`config.mk`:
```
export PLATFORM = sky130hd
export DESIGN_NAME = vga_timing_gen
export DESIGN_NICKNAME = d
export VERILOG_FILES = /design/src/rtl/vga_timing_gen.sv
export SDC_FILE = /design/constraint.sdc
export NUM_CORES = 1
export LEC_CHECK = 0
export CAP_MARGIN = 20
export CORE_MARGIN = 2
export CORE_UTILIZATION = 60
export DETAILED_ROUTE_END_ITERATION = 10
export DONT_BUFFER_PORTS = 1
export GPL_ROUTABILITY_DRIVEN = 0
export GPL_TIMING_DRIVEN = 1
export MAX_ROUTING_LAYER = met4
export PLACE_DENSITY = 0.82
export SLEW_MARGIN = 10
export SYNTH_ARGS = -nofsm -noshare
export SYNTH_HDL_FRONTEND = slang
export SYNTH_SLANG_ARGS = --single-unit
```
`constraint.sdc`:
```
create_clock -name CLK100M -period 3.9 [get_ports CLK100M]
set_clock_uncertainty 0.1 [all_clocks]
set_input_delay 0.195 -clock CLK100M [delete_from_list [all_inputs] [get_ports CLK100M]]
set_output_delay 0.195 -clock CLK100M [all_outputs]
set_load 0.05 [all_outputs]
```
`src/rtl/vga_timing_gen.sv`:
```
// Parametrised VGA raster timing generator. A clock-enable divider paces the pixel
// position; every timing output is registered and updates on the same pixel tick.
module vga_timing_gen #(
  parameter int DIV      = 4,
  parameter int H_ACTIVE = 640,
  parameter int H_FP     = 16,
  parameter int H_SYNC   = 96,
  parameter int H_BP     = 48,
  parameter int V_ACTIVE = 480,
  parameter int V_FP     = 10,
  parameter int V_SYNC   = 2,
  parameter int V_BP     = 33,
  parameter bit HS_POL   = 1'b0,
  parameter bit VS_POL   = 1'b0,
  parameter int CW       = 11
) (
  input  logic          CLK100M,
  input  logic          RST_N,
  input  logic          EN,
  output logic          PIX_CE,
  output logic [CW-1:0] HCNT,
  output logic [CW-1:0] VCNT,
  output logic          VDE,
  output logic          HS,
  output logic          VS,
  output logic          LINE_START,
  output logic          FRAME_START
);

  localparam int H_TOTAL = H_ACTIVE + H_FP + H_SYNC + H_BP;
  localparam int V_TOTAL = V_ACTIVE + V_FP + V_SYNC + V_BP;
  localparam int DW      = (DIV > 1) ? $clog2(DIV) : 1;

  localparam logic [DW-1:0] DIV_LAST = DW'(DIV - 1);
  localparam logic [CW-1:0] H_LAST   = CW'(H_TOTAL - 1);
  localparam logic [CW-1:0] V_LAST   = CW'(V_TOTAL - 1);
  // One extra bit so a sync end equal to 2^CW still compares correctly.
  localparam logic [CW:0]   H_VIS    = (CW+1)'(H_ACTIVE);
  localparam logic [CW:0]   HS_BEG   = (CW+1)'(H_ACTIVE + H_FP);
  localparam logic [CW:0]   HS_END   = (CW+1)'(H_ACTIVE + H_FP + H_SYNC);
  localparam logic [CW:0]   V_VIS    = (CW+1)'(V_ACTIVE);
  localparam logic [CW:0]   VS_BEG   = (CW+1)'(V_ACTIVE + V_FP);
  localparam logic [CW:0]   VS_END   = (CW+1)'(V_ACTIVE + V_FP + V_SYNC);

  if (DIV < 1 || CW < 1 || H_ACTIVE < 1 || H_FP < 1 || H_SYNC < 1 || H_BP < 1 ||
      V_ACTIVE < 1 || V_FP < 1 || V_SYNC < 1 || V_BP < 1 ||
      H_TOTAL > (1 << CW) || V_TOTAL > (1 << CW)) begin : g_param_check
    $error("vga_timing_gen: illegal timing parameters");
  end

  logic [1:0]    rst_sync_q;
  logic          rst_int_n;
  logic [DW-1:0] div_q, div_d;
  logic [CW-1:0] pos_h_q, pos_v_q, h_nxt, v_nxt;
  logic          tick;
  logic          pix_ce_q, vde_q, hs_q, vs_q, ls_q, fs_q;
  logic [CW-1:0] hcnt_q, vcnt_q;

  // NOTE: asserts asynchronously, releases two clocks later so no flop sees a
  // reset edge that races the clock.
  always_ff @(posedge CLK100M or negedge RST_N) begin
    if (!RST_N) rst_sync_q <= 2'b00;
    else        rst_sync_q <= {rst_sync_q[0], 1'b1};
  end
  assign rst_int_n = rst_sync_q[1];

  always_comb begin
    // NOTE: every combinational output gets a default first so no latch is inferred.
    div_d = div_q;
    v_nxt = pos_v_q;
    tick  = EN && (div_q == DIV_LAST);
    if (EN) div_d = (div_q == DIV_LAST) ? '0 : div_q + 1'b1;
    h_nxt = (pos_h_q == H_LAST) ? '0 : pos_h_q + 1'b1;
    if (pos_h_q == H_LAST) v_nxt = (pos_v_q == V_LAST) ? '0 : pos_v_q + 1'b1;
  end

  // Position resets to the last pixel of the frame so the first tick lands on (0,0).
  always_ff @(posedge CLK100M or negedge rst_int_n) begin
    // NOTE: state uses non-blocking assignments so all flops sample pre-edge values.
    if (!rst_int_n) begin
      div_q    <= '0;
      pos_h_q  <= H_LAST;
      pos_v_q  <= V_LAST;
      pix_ce_q <= 1'b0;
      hcnt_q   <= '0;
      vcnt_q   <= '0;
      vde_q    <= 1'b0;
      hs_q     <= ~HS_POL;
      vs_q     <= ~VS_POL;
      ls_q     <= 1'b0;
      fs_q     <= 1'b0;
    end else begin
      div_q    <= div_d;
      pix_ce_q <= tick;
      if (tick) begin
        pos_h_q <= h_nxt;
        pos_v_q <= v_nxt;
        hcnt_q  <= h_nxt;
        vcnt_q  <= v_nxt;
        vde_q   <= ({1'b0, h_nxt} < H_VIS) && ({1'b0, v_nxt} < V_VIS);
        hs_q    <= (({1'b0, h_nxt} >= HS_BEG) && ({1'b0, h_nxt} < HS_END)) ? HS_POL : ~HS_POL;
        vs_q    <= (({1'b0, v_nxt} >= VS_BEG) && ({1'b0, v_nxt} < VS_END)) ? VS_POL : ~VS_POL;
        ls_q    <= (h_nxt == '0);
        fs_q    <= (h_nxt == '0) && (v_nxt == '0);
      end
    end
  end

  assign PIX_CE      = pix_ce_q;
  assign HCNT        = hcnt_q;
  assign VCNT        = vcnt_q;
  assign VDE         = vde_q;
  assign HS          = hs_q;
  assign VS          = vs_q;
  assign LINE_START  = ls_q;
  assign FRAME_START = fs_q;

endmodule

```
* Word level (Yosys, flattened, before mapping)
Index checks and enable logic that the tools add are counted.
** Storage, ports and cells
- Register bits after elaboration :: 54
- Bits in latches :: 0
- Bits in writable memories :: 0
- ROM bits :: 0
- Bits of input ports :: 3
- Output and inout port bits :: 28
- Word-level logic and storage cells :: 37
- Memories kept :: 0
** Operators by class
- Add/subtract/negate cells :: 3
- $mul :: 0
- Div/mod/pow operators :: 0
- $lt $le $gt $ge :: 6
- Equality and inequality tests :: 3
- Shift-type cells :: 0
- Multiplexer cells :: 6
- Bitwise logic cells :: 0
- Reductions and logical operators :: 7
** Operator list (number)
- $mux W11 :: 3
- $add A11 B1 Y11 const B :: 2
- $eq A11 B10 Y1 const B :: 2
- $logic_not A11 Y1 :: 2
- $lt A11 B10 Y1 const B :: 2
- $lt A11 B9 Y1 const B :: 2
- $ge A11 B10 Y1 const B :: 1
- $ge A11 B9 Y1 const B :: 1
- $logic_and A1 B1 Y1 :: 5
- $add A2 B1 Y2 const B :: 1
- $eq A2 B2 Y1 const B :: 1
- $mux W1 :: 2
- $mux W2 :: 1

* Depth between registers and ports, before layout
Gate-level depths: netlist of run 1.
- Depth after elaboration :: 6
- Gate-level depth with buffers :: 9

* Worst setup path after synthesis of run 1
Ideal clock, no wire load.
- Kind :: register -> register
- From :: register pos_h_q[0]
- To :: register vde_q (netlist: VDE)
- Library setup time :: 0.130 ns
- Arrival :: 2.250 ns
- Slack :: 1.420 ns
- Cell stages (with the launch flop) :: 9
- Buffers on the path :: 1
- Clock period less this slack :: 2.480 ns
- Cells stage by stage :: dfstp_2 -> ha_1 -> and4_1 -> nand3_2 -> buf_6 -> or4_4 -> and2_1 -> o2111ai_1 -> o31ai_1
** On the way
- Cells in the longest elaborated chain, start to end :: 4
** RTL lines
- from (decl) :: line 54 : logic [CW-1:0] pos_h_q, pos_v_q, h_nxt, v_nxt;
- from (signal assigned) :: line 96 : pos_h_q <= h_nxt;
- $add A11 B1 Y11 or $eq A11 B10 Y1 (tied branches) :: line 73, 74
- $mux W11 (on tied branches) :: line 73, 74
- $lt A11 B10 Y1 or $lt A11 B9 Y1 (tied branches) :: line 100 : vde_q <= ({1'b0, h_nxt} < H_VIS) && ({1'b0, v_nxt} < V_VIS);
- $logic_and A1 B1 Y1 (*) :: line 100
- to (signal assigned) :: line 100
- to (decl) :: line 56 : logic pix_ce_q, vde_q, hs_q, vs_q, ls_q, fs_q;
Mark *: on every way between the ends. The rest lies on a longest branch, timed or not.
A chain may end at the register's enable or synchronous reset.

* Final worst setup path of run 1
- From :: register pos_h_q[5]
- To :: register fs_q (netlist: FRAME_START)
** On the way
- Cells in the longest elaborated chain, start to end :: 4
** RTL lines
- $add A11 B1 Y11 or $eq A11 B10 Y1 (tied branches) :: line 73, 74
- $mux W11 (on tied branches) :: line 73, 74
- $logic_not A11 Y1 :: line 104 : fs_q <= (h_nxt == '0) && (v_nxt == '0);
- $logic_and A1 B1 Y1 (*) :: line 104
- to (signal assigned) :: line 104
- to (decl) :: line 56
Marks and branches as above.

==> results by group, run 1 <==
GRT
  – Initial antenna violation count: 0
  – Global-route wire length before repair: roughly 9500 um
  – Overflow after GRT: 0
  – Largest net degree at the start of global routing: 41
  – Total Routing Usage GR: 0.250
  – Vias in the first global route: slightly below 2000

Logic synthesis
  – Post-synth top area share: 0.286
  – Largest area contributor in the netlist: dfrtp_1
  – Syn_area_per_cell: a little over 9 um2
  – Synth unique cells: between 50 and 60
  – Post-synthesis sequential area ratio: 0.406
  – Main synth FF type: dfrtp_1
  – FF+latch count, synth: 42
  – Number of enable flip-flop cells after synthesis: 0
  – Synth top area cells: dfrtp_1, dfstp_2, nand2_1, xnor2_1, o21ai_0
  – Count leader, synth: nand2_1
  – Synth Net Count: around 300
  – Post-synth top cells: nand2_1, dfrtp_1, o21ai_0
  – Async SR Flop Fraction: 1.00
  – Syn Inst Count: around 290
  – Yosys warning count: 0
  – Mapped Area: between 2000 and 3000 um2

Timing
  – RSZ-0062 raised after global routing: no
  – Peak Freq: 0.343 GHz
  – Tmin final: ~2900 ps
  – Setup Viol. Count Final: 0
  – Final TNS setup: 0 ps
  – Worst Tran Pin Value: 869 ps
  – Rel. slew slack: 0.421
  – Fin. Hold Viols: 0
  – Final Max Tran Viols: 0
  – Tcrit/Tclk final: 0.748

Die
  – Core box area: 4290 um2
  – Die area: around 5000 um2
  – Top Ports: 31
  – Floorplan die width: 70.2 um
  – Row Count: 24
  – Die H: 70.2 um
  – Initial Util: 0.612

Placed design
  – Number of port buffers: 0
  – HPWL after detailed placement: around 3800 um
  – Placed instance area: between 2000 and 2500 um2

Pwr
  – Seq pwr share: 0.562
  – Overall power: between 1 and 1.5 mW
  – Power Dens Cells: 459 nW/um2
  – Combinational share of power: 0.155
  – Net switching power: approximately 0.43 mW
  – VDD IR max: roughly 400 uV
  – Internal Power: slightly below 0.8 mW
  – Clk pwr share: 0.283
  – Leakage: a little over 1 nW
  – Switching share of power: 0.360

Clocking
  – Worst-path clk slew: around 80 ps
  – H-Tree Depth: 2
  – Clk sinks: between 40 and 50
  – Post-CTS Hold Buffers: 2
  – Clock root buffer: clkbuf_8
  – Clk buf depth: 2
  – CTS tree: yes
  – Setup repair bufs after CTS: 0
  – CTS Buf Count: 5
  – CTS resizes: 0
  – Clock latency on the worst-skew pair: ~300 ps

Final layout
  – Layout cells sized above 1: 0.135
  – Ant. Diodes: 0
  – Final Cell Area: about 2600 um2
  – P&R area growth vs syn: -0.190%
  – Nets: 273

Setup path
  – FF-to-FF End: FRAME_START$_DFFE_PN0P_
  – Critical path data arrival time: ~3000 ps
  – R2R depth: 6
  – RR Startpoint: pos_h_q[5]$_DFFE_PN0P_
  – Critical path origin: pos_h_q[5]$_DFFE_PN0P_
  – CP max FO: 14
  – Worst setup path end: FRAME_START$_DFFE_PN0P_
  – Kind of start point of the critical path: flip-flop
  – R2r setup slk: about 1000 ps
  – Setup crit end kind: flip-flop
  – Worst setup path category: flip-flop to flip-flop
  – Crit path required time: 3990 ps

Route
  – DRT iter0 DRCs: 250
  – 1st-pass router iterations: 5
  – DRT antenna net count: 0
  – Total wire length: around 5600 um
  – DR WL/cell: roughly 17 um
  – Vias post-DR: between 2000 and 2500
  – Vias per inst: roughly 6.4
  – DRC violations left: 0

Job
  – Maxcap violations: 0

Worst hold path
  – Min-Delay Path Class: primary input to async pin

Run status
  – Outcome: completed
==> metal layers <==
| layer | vias up | track usage | share of wire |
|---|---|---|---|
| met3 | 9 | 0.0707 | 0.088 |
| met2 | 94 | 0.352 | 0.44 |
| met4 | 0 | 0.0855 | 0.013 |
| met1 | 974 | 0.349 | 0.46 |
| li1 | 970 | - | - |
| met5 | - | - | 0 |
==> kinds of logic after synthesis <==
| family | share of synthesized area |
|---|---|
| DFF | 0.406 |
| other | 0.00143 |
| AOI/OAI and AO/OA | 0.134 |
| buffers and inverters | 0.0914 |
| muxes | 0.0286 |
| and+or+nand+nor | 0.240 |
| adders and majority gates | 0.0190 |
| xor gates and xnor gates | 0.0795 |
==> worst min-delay path by stage <==
stage	slack (ps)	from	to	depth (start not counted)
detailed placement	-200	RST_N	rst_sync_q[0]$_DFF_PN0_	0
floorplan	-200	RST_N	rst_sync_q[0]$_DFF_PN0_	0
finish	20	RST_N	rst_sync_q[0]$_DFF_PN0_	1
global placement	-200	RST_N	rst_sync_q[0]$_DFF_PN0_	0
CTS	20	RST_N	rst_sync_q[0]$_DFF_PN0_	1
global route	20	RST_N	rst_sync_q[1]$_DFF_PN0_	1
==> placed cells by master, fill, tap and decap left out, types with 2 or more instances in the layout <==
cell type	count
nand3_1	10
nand3_2	2
inv_1	6
nand4_1	7
a21o_1	3
mux2i_1	3
nor2_1	19
dlygate4sd3_1	2
nor3_1	9
nor4_4	2
or4_1	2
o41ai_1	2
o21ai_0	20
mux2_2	4
xor2_1	6
or4_4	2
clkbuf_8	5
and2_1	4
o31ai_1	8
dfstp_2	12
buf_4	2
o22ai_1	3
and3_1	3
and4_1	5
xnor2_1	16
dfrtp_1	30
a21oi_1	5
nor4_1	3
ha_1	4
nand2_1	43
clkinv_2	2
a31oi_1	4
==> flip-flops by register name, summed over array words and instances (netlist names), 2 cells and up <==
name / flops
HCNT: 7
VCNT: 3
div_q: 2
pos_h_q: 11
pos_v_q: 11
rst_sync_q: 2
==> area by class of cell <==
| class | count | area, um2 |
|---|---|---|
| Timing Repair Buffer | 4 | 35.0 |
| Clock inverter | 3 | 40.0 |
| Multi-Input combinational cell | 206 | 1320 |
| Inverter | 7 | 26.3 |
| Fill cell | 363 | 1670 |
| Tap cell | 52 | 65.1 |
| Sequential cell | 42 | 1070 |
| Clock buffer | 5 | 68.8 |
==> power groups by stage <==
stage	logic, mW	registers (mW)	clock network [mW]
global route	0.214	0.690	0.366
CTS	0.189	0.678	0.349
finish	0.187	0.677	0.341
floorplan	0.162	0.655	0
global placement	0.178	0.681	0
detailed placement	0.185	0.686	0
==> critical path, cell delays in order, from the launching register on <==
cell     delay (ps)
dfrtp_1         720
nor4_4          510
nand3_2         280
or4_1           610
xor2_1          180
and4_1          190
a41o_1          220
==> metrics by stage <==
step | util | instances | worst slack [ps] | hold WS, ps
floorplan | - | 288 | 1420 | -201
global placement | 0.581 | 309 | 1100 | -201
detailed placement | 0.581 | 309 | 1060 | -201
CTS | 0.611 | 319 | 1030 | 16.9
global route | 0.611 | 319 | 772 | 19.5
finish | 0.611 | 319 | 983 | 18.0
No activity file was read; power rests on OpenSTA's default activity.
==> inputs of run 2 (changes only) <==
--- a/config.mk
+++ b/config.mk
@@ -7,13 +7,13 @@
 export LEC_CHECK = 0
 export CAP_MARGIN = 20
 export CORE_MARGIN = 2
-export CORE_UTILIZATION = 60
+export CORE_UTILIZATION = 57
 export DETAILED_ROUTE_END_ITERATION = 10
 export DONT_BUFFER_PORTS = 1
 export GPL_ROUTABILITY_DRIVEN = 0
 export GPL_TIMING_DRIVEN = 1
 export MAX_ROUTING_LAYER = met4
-export PLACE_DENSITY = 0.82
+export PLACE_DENSITY = 0.81
 export SLEW_MARGIN = 10
 export SYNTH_ARGS = -nofsm -noshare
 export SYNTH_HDL_FRONTEND = slang
==> constraint.sdc (replaced) <==
create_clock -name CLK100M -period 2.62 [get_ports CLK100M]
set_clock_uncertainty 0.1 [all_clocks]
set_input_delay 0.131 -clock CLK100M [delete_from_list [all_inputs] [get_ports CLK100M]]
set_output_delay 0.131 -clock CLK100M [all_outputs]
set_load 0.05 [all_outputs]
==> results by group, run 2 (synthesized netlist as in run 1, its figures left out) <==
Timing
  – Fin. Hold Viols: 0 (unchanged)
  – Peak Freq: 0.412 GHz (+20%)
  – RSZ-0062 raised after global routing: no
  – Setup Viol. Count Final: 0 (unchanged)
  – Final Max Tran Viols: 0 (unchanged)
  – Tcrit/Tclk final: 0.926 (+0.179)
  – Tmin final: 2430 ps (-489 ps)
  – Final TNS setup: 0 ps (unchanged)
  – Worst setup margin: 193 ps (-791 ps)

Pwr
  – Clk pwr share: 0.249 (-0.034)
  – Net switching power: 0.643 mW (+48%)
  – Combinational share of power: 0.169 (+0.014)
  – Power Dens Cells: 619 nW/um2 (+35%)
  – Internal Power: 1.10 mW (+42%)
  – Leakage: 1.15 nW (+13%)
  – VDD IR max: 642 uV (+64%)
  – Overall power: 1.74 mW (+44%)
  – Seq pwr share: 0.581 (+0.019)
  – Switching share of power: 0.370 (+0.0101)

Final layout
  – Area occupied by registers: 1070 um2 (unchanged)
  – Layout fillers: 359 (-1.1%)
  – Multi-input logic area: 1320 um2 (unchanged)
  – Final Cell Area: 2810 um2 (+7.2%)
  – Layout cells sized above 1: 0.207 (+0.0727)
  – Nets: 300 (+9.9%)
  – Most frequent cells in the layout: nand2_1, dfrtp_1, buf_4
  – Fin cells: 346 (+8.5%)
  – Most common cell after layout, fill and taps aside: nand2_1
  – P&R area growth vs syn: 6.95%
  – Ant. Diodes: 0 (unchanged)

Placed design
  – Pre-CTS WS: 220 ps (-836 ps)
  – Number of port buffers: 0 (unchanged)
  – Placed instance area: 2690 um2 (+7.8%)
  – HPWL after detailed placement: 4180 um (+8.7%)
  – Dpl cells: 335 (+8.4%)

Setup path
  – CP delay by family, top: simple AND/OR/NAND/NOR gates
  – Kind of start point of the critical path: flip-flop
  – RR Startpoint: pos_h_q[0]$_DFFE_PN1P_
  – Critical path data arrival time: 2520 ps (-490 ps)
  – CP dominant cell by count: and4_1
  – R2r setup slk: 190 ps (-790 ps)
  – Worst setup path category: flip-flop to flip-flop
  – Slowest CP cell: dfstp_2
  – Critical path origin: pos_h_q[0]$_DFFE_PN1P_
  – FF-to-FF End: FRAME_START$_DFFE_PN0P_
  – Worst path depth: 7 (+1)
  – R2R depth: 7 (+1)
  – CP max FO: 6 (-8)
  – Worst setup path end: FRAME_START$_DFFE_PN0P_
  – Buf/Inv on CP: 0 (unchanged)
  – Critical Path, Cell by Cell: ha_1, and4_1, nand3_2, or4_1, xor2_1, and4_1, a41o_1
  – Critical Path Max Stage Delay: 570 ps (-150 ps)
  – Setup crit end kind: flip-flop
  – Crit path required time: 2710 ps (-1280 ps)

Clocking
  – Clk buf depth: 2 (unchanged)
  – Setup repair bufs after CTS: 0 (unchanged)
  – Worst-path clk slew: 80 ps (about the same)
  – CTS Buf Count: 5 (unchanged)
  – Clock root buffer: clkbuf_8
  – Clk sinks: 42 (unchanged)
  – CTS tree: yes
  – H-Tree Depth: 2 (unchanged)
  – Clock latency on the worst-skew pair: 300 ps (about the same)

Route
  – DRC violations left: 0 (unchanged)
  – Vias per inst: 6.22 (-3.0%)
  – DRT iter0 DRCs: 248 (-0.80%)
  – DR WL/cell: 16.8 um (-3.3%)
  – Vias post-DR: 2153 (+5.2%)
  – DRT antenna net count: 0 (unchanged)
  – Total wire length: 5820 um (+4.8%)
  – 1st-pass router iterations: 4 (-1)

Die
  – Initial Util: 0.599 (-0.0126)
  – Row Count: 24 (unchanged)
  – Floorplan die width: 71.9 um (+2.5%)
  – Die H: 71.9 um (+2.5%)
  – Die area: 5170 um2 (+5.0%)
  – Core box area: 4380 um2 (+2.1%)
  – Top Ports: 31 (unchanged)

GRT
  – Overflow after GRT: 0 (unchanged)
  – Vias in the first global route: 2063 (+6.7%)
  – Total Routing Usage GR: 0.252 (+0.00183)
  – Global-route wire length before repair: 9850 um (+3.9%)
  – Largest net degree at the start of global routing: 41 (unchanged)
  – Initial antenna violation count: 0 (unchanged)

Run status
  – Outcome: completed

Worst hold path
  – Min-Delay Path Class: primary input to flip-flop

Job
  – Maxcap violations: 0 (unchanged)
run 2: cell types whose count changed in the layout (fill, tap and decap cells not counted):
cell | before | now
clkbuf_8 | 5 | 6
dlygate4sd3_1 | 2 | 3
clkbuf_1 | 0 | 1
bufinv_16 | 1 | 0
buf_4 | 2 | 28
clkinv_2 | 2 | 1
run 2: worst min path at each step:
stage | start | cells after the start | endpoint
2_1_floorplan | RST_N | 0 | rst_sync_q[0]$_DFF_PN0_
3_3_place_gp | RST_N | 0 | rst_sync_q[0]$_DFF_PN0_
3_5_place_dp | RST_N | 0 | rst_sync_q[0]$_DFF_PN0_
4_1_cts | EN | 3 | PIX_CE$_DFF_PN0_
5_1_grt | EN | 3 | PIX_CE$_DFF_PN0_
6_report | EN | 3 | PIX_CE$_DFF_PN0_
run 2: power groups by stage:
stage	clock [mW]	combinational (mW)	sequential, mW
after floorplan	0	0.241	0.975
after global placement	0	0.278	1.01
after detailed placement	0	0.288	1.02
after CTS	0.447	0.295	1.01
after global routing	0.470	0.337	1.02
final	0.434	0.294	1.01
run 2: area by class of cell:
type / instances / share of cell area
well taps: 52 / 0.0232
clock inverters: 1 / 0.00178
clock buffers: 7 / 0.0307
repair buffers: 31 / 0.0855
inverters: 7 / 0.00935
flip-flops and latches: 42 / 0.379
multi-input cells: 206 / 0.470
run 2: worst reg2reg max path, delay by kind of cell, from the launching register on:
| kind | cells | cell delay, ps |
|---|---|---|
| and+or+nand+nor | 4 | 1080 |
| DFF | 1 | 570 |
| AOI/OAI and AO/OA | 1 | 230 |
| xor gates and xnor gates | 1 | 180 |
| adders and majority gates | 1 | 170 |
run 2: what timing repair did:
action                                 in CTS  in global routing
hold buffers                                3                  0
gates resized for setup                     0                  0
endpoints found under the hold margin       4                  0
run 2: routing by layer:
layer  up-vias  GRT usage  part of all wire
li1       1022          -                 -
met1      1028      0.353              0.45
met2        88      0.350              0.44
met3        15     0.0611             0.086
met4         0      0.111             0.025
met5         -          -                 0
run 2: per-stage QoR:
stage	hold slack, ps	util
after CTS	117	0.641
after floorplan	-265	-
after global placement	-265	0.613
final	122	0.641
after global routing	139	0.641
after detailed placement	-265	0.613
==> inputs of run 3 (changes only) <==
--- a/config.mk
+++ b/config.mk
@@ -6,15 +6,17 @@
 export NUM_CORES = 1
 export LEC_CHECK = 0
 export CAP_MARGIN = 20
+export CELL_PAD_IN_SITES_DETAIL_PLACEMENT = 1
+export CELL_PAD_IN_SITES_GLOBAL_PLACEMENT = 1
 export CORE_MARGIN = 2
-export CORE_UTILIZATION = 57
+export CORE_UTILIZATION = 48
 export DETAILED_ROUTE_END_ITERATION = 10
 export DONT_BUFFER_PORTS = 1
 export GPL_ROUTABILITY_DRIVEN = 0
 export GPL_TIMING_DRIVEN = 1
 export MAX_ROUTING_LAYER = met4
-export PLACE_DENSITY = 0.81
-export SLEW_MARGIN = 10
+export PLACE_DENSITY = 0.84
+export SLEW_MARGIN = 40
 export SYNTH_ARGS = -nofsm -noshare
 export SYNTH_HDL_FRONTEND = slang
 export SYNTH_SLANG_ARGS = --single-unit
==> constraint.sdc (replaced) <==
create_clock -name CLK100M -period 2.3 [get_ports CLK100M]
set_clock_uncertainty 0.1 [all_clocks]
set_input_delay 0.115 -clock CLK100M [delete_from_list [all_inputs] [get_ports CLK100M]]
set_output_delay 0.115 -clock CLK100M [all_outputs]
set_load 0.05 [all_outputs]
==> results by group, run 3 (synthesized netlist as in run 1, its figures left out) <==
Setup path
  – RR Startpoint: pos_h_q[1]$_DFFE_PN1P_
  – CP max FO: 8 (+2)
  – Worst setup path category: flip-flop to flip-flop
  – Critical Path Max Stage Delay: 580 ps (about the same)
  – CP dominant cell by count: buf_4
  – Critical path origin: pos_h_q[1]$_DFFE_PN1P_
  – Critical Path, Cell by Cell: ha_4, buf_4, nand4_1, buf_4, nor2_1, o32ai_1, and4_2, a41o_1
  – Crit path required time: 2440 ps (-270 ps)
  – Critical path data arrival time: 2570 ps (+50 ps)
  – Slowest CP cell: o32ai_1
  – Setup crit end kind: flip-flop
  – Kind of start point of the critical path: flip-flop

GRT
  – Overflow after GRT: 0 (unchanged)
  – Vias in the first global route: 2406 (+17%)
  – Total Routing Usage GR: 0.277 (+0.0251)
  – Initial antenna violation count: 0 (unchanged)
  – Met2 Use GR: 0.417 (+0.0674)
  – Global-route wire length before repair: 12600 um (+28%)
  – Largest net degree at the start of global routing: 41 (unchanged)
  – Met1 Resource Use GR: 0.368 (+0.0144)
  – Layer with the highest usage: met2
  – Met3 Use GR: 0.0593 (-0.00181)

Clocking
  – CTS Buf Count: 5 (unchanged)
  – Clock latency on the worst-skew pair: 310 ps (about the same)
  – Clk buf depth: 2 (unchanged)
  – Clk sinks: 42 (unchanged)
  – CTS tree: yes
  – Worst-path clk slew: 90 ps (about the same)
  – H-Tree Depth: 2 (unchanged)
  – Clock root buffer: clkbuf_8

Timing
  – Setup Viol. Count Final: 5 (+5)
  – Worst Tran Pin Value: slightly below 700 ps
  – WHS: 31.0 ps (-90.9 ps)
  – Worst setup margin: -132 ps (-324 ps)
  – Peak Freq: 0.411 GHz (-0.18%)
  – Tcrit/Tclk final: 1.06 (+0.131)
  – Final TNS setup: -327 ps (-327 ps)
  – RSZ-0062 raised after global routing: yes
  – Fin. Hold Viols: 0 (unchanged)
  – Rel. slew slack: 0.550
  – Final Max Tran Viols: 0 (unchanged)
  – Tmin final: 2430 ps (+4.32 ps)

Route
  – Total wire length: 9060 um (+56%)
  – Vias post-DR: 2528 (+17%)
  – DRC violations left: 0 (unchanged)
  – Vias per inst: 6.42 (+3.1%)
  – DRT iter0 DRCs: 304 (+23%)
  – 1st-pass router iterations: 5 (+1)
  – DR WL/cell: 23.0 um (+37%)
  – DRT antenna net count: 0 (unchanged)

Die
  – Top Ports: 31 (unchanged)
  – Floorplan die width: 78.0 um (+8.5%)
  – Die area: 6080 um2 (+18%)
  – Die H: 78.0 um (+8.5%)
  – Initial Util: 0.505 (-0.0945)
  – Row Count: 26 (+8.3%)
  – Core box area: 5200 um2 (+19%)

Worst hold path
  – Hold Crit Start: EN
  – Min-Delay Path Class: primary input to flip-flop

Final layout
  – Post-Route Utilization: 0.618 (-0.0227)
  – Layout fillers: 608 (+69%)
  – Most common cell after layout, fill and taps aside: buf_4
  – Nets: 330 (+10%)
  – Most frequent cells in the layout: buf_4, nand2_1, dfrtp_1
  – P&R area growth vs syn: 22.5%
  – Layout cells sized above 1: 0.355 (+0.147)
  – Ant. Diodes: 0 (unchanged)

Pwr
  – Power Dens Cells: 694 nW/um2 (+12%)
  – VDD IR max: 629 uV (-2.0%)
  – Overall power: 2.23 mW (+28%)
  – Leakage: 1.33 nW (+16%)

Job
  – Maxcap violations: 0 (unchanged)

Run status
  – Failing checks: setup timing
  – Outcome: complete, but fails checks

Placed design
  – Number of port buffers: 0 (unchanged)
  – Pre-CTS WS: -94.7 ps (-315 ps)
  – HPWL after detailed placement: 5380 um (+29%)
==> run 3: changes by cell type in the layout (fill, tap and decap cells not counted), moves of 2 or more <==
cell,before,now
nor3_1,9,7
dfrtp_1,30,25
buf_4,28,56
buf_6,0,2
dfrtp_2,0,4
a21oi_1,5,3
nor3_2,0,2
and4_1,5,3
a21oi_2,0,2
nor4_1,3,1
and2_1,4,2
==> run 3: final cells by class <==
type / instances / area, um2 / share of cell area
well taps: 70 / 87.6 / 0.0272
clock inverters: 2 / 37.5 / 0.0117
repair buffers: 61 / 473 / 0.147
multi-input cells: 206 / 1450 / 0.449
flip-flops and latches: 42 / 1070 / 0.334
clock buffers: 6 / 72.6 / 0.0226
inverters: 7 / 26.3 / 0.00816
==> run 3: metal layers <==
layer	wire, um	vias to the layer above
li1	-	1072
met1	3820	1291
met2	4270	134
met3	655	31
met4	309	0
met5	0	-
==> run 3: worst max-delay path: cells and delay by family (launching register included) <==
family / cells / cell delay [ps]
buffers and inverters: 2 / 340
and+or+nand+nor: 3 / 600
AOI/OAI and AO/OA: 2 / 770
DFF: 1 / 400
adders and majority gates: 1 / 160
==> run 3: what timing repair did <==
action                                  in CTS  in global routing
cloned                                       0                  0
pin swaps                                    1                 10
setup buffers                                0                 10
hold buffers                                 3                  0
resized for setup                            7                 20
endpoints found under the setup margin       6                  8
endpoints found under the hold margin        4                  0
==> run 3: power breakdown <==
part | switching [mW] | internal, mW | leakage (nW)
clock network | 0.285 | 0.324 | 0.0514
logic | 0.274 | 0.207 | 0.762
registers | 0.277 | 0.866 | 0.515
total | 0.835 | 1.40 | 1.33
==> run 3: worst paths after layout <==
path                       slack (ps)                 endpoint  cells after the start
setup reg to reg                 -130  FRAME_START$_DFFE_PN0P_                      8
hold / removal                     30         PIX_CE$_DFF_PN0_                      2
max in group asynchronous        1490   pos_h_q[7]$_DFFE_PN0P_                      0
setup / recovery                 -130  FRAME_START$_DFFE_PN0P_                      8
hold reg to reg                   220      HCNT[1]$_DFFE_PN0P_                      0
min in group asynchronous         220      HCNT[1]$_DFFE_PN0P_                      0
==> run 3: through the flow <==
stage / area (um2) / instances
6_report: 3220 / 394
3_3_place_gp: 2890 / 373
3_5_place_dp: 2890 / 373
4_1_cts: 3070 / 384
2_1_floorplan: 2650 / 288
5_1_grt: 3220 / 394
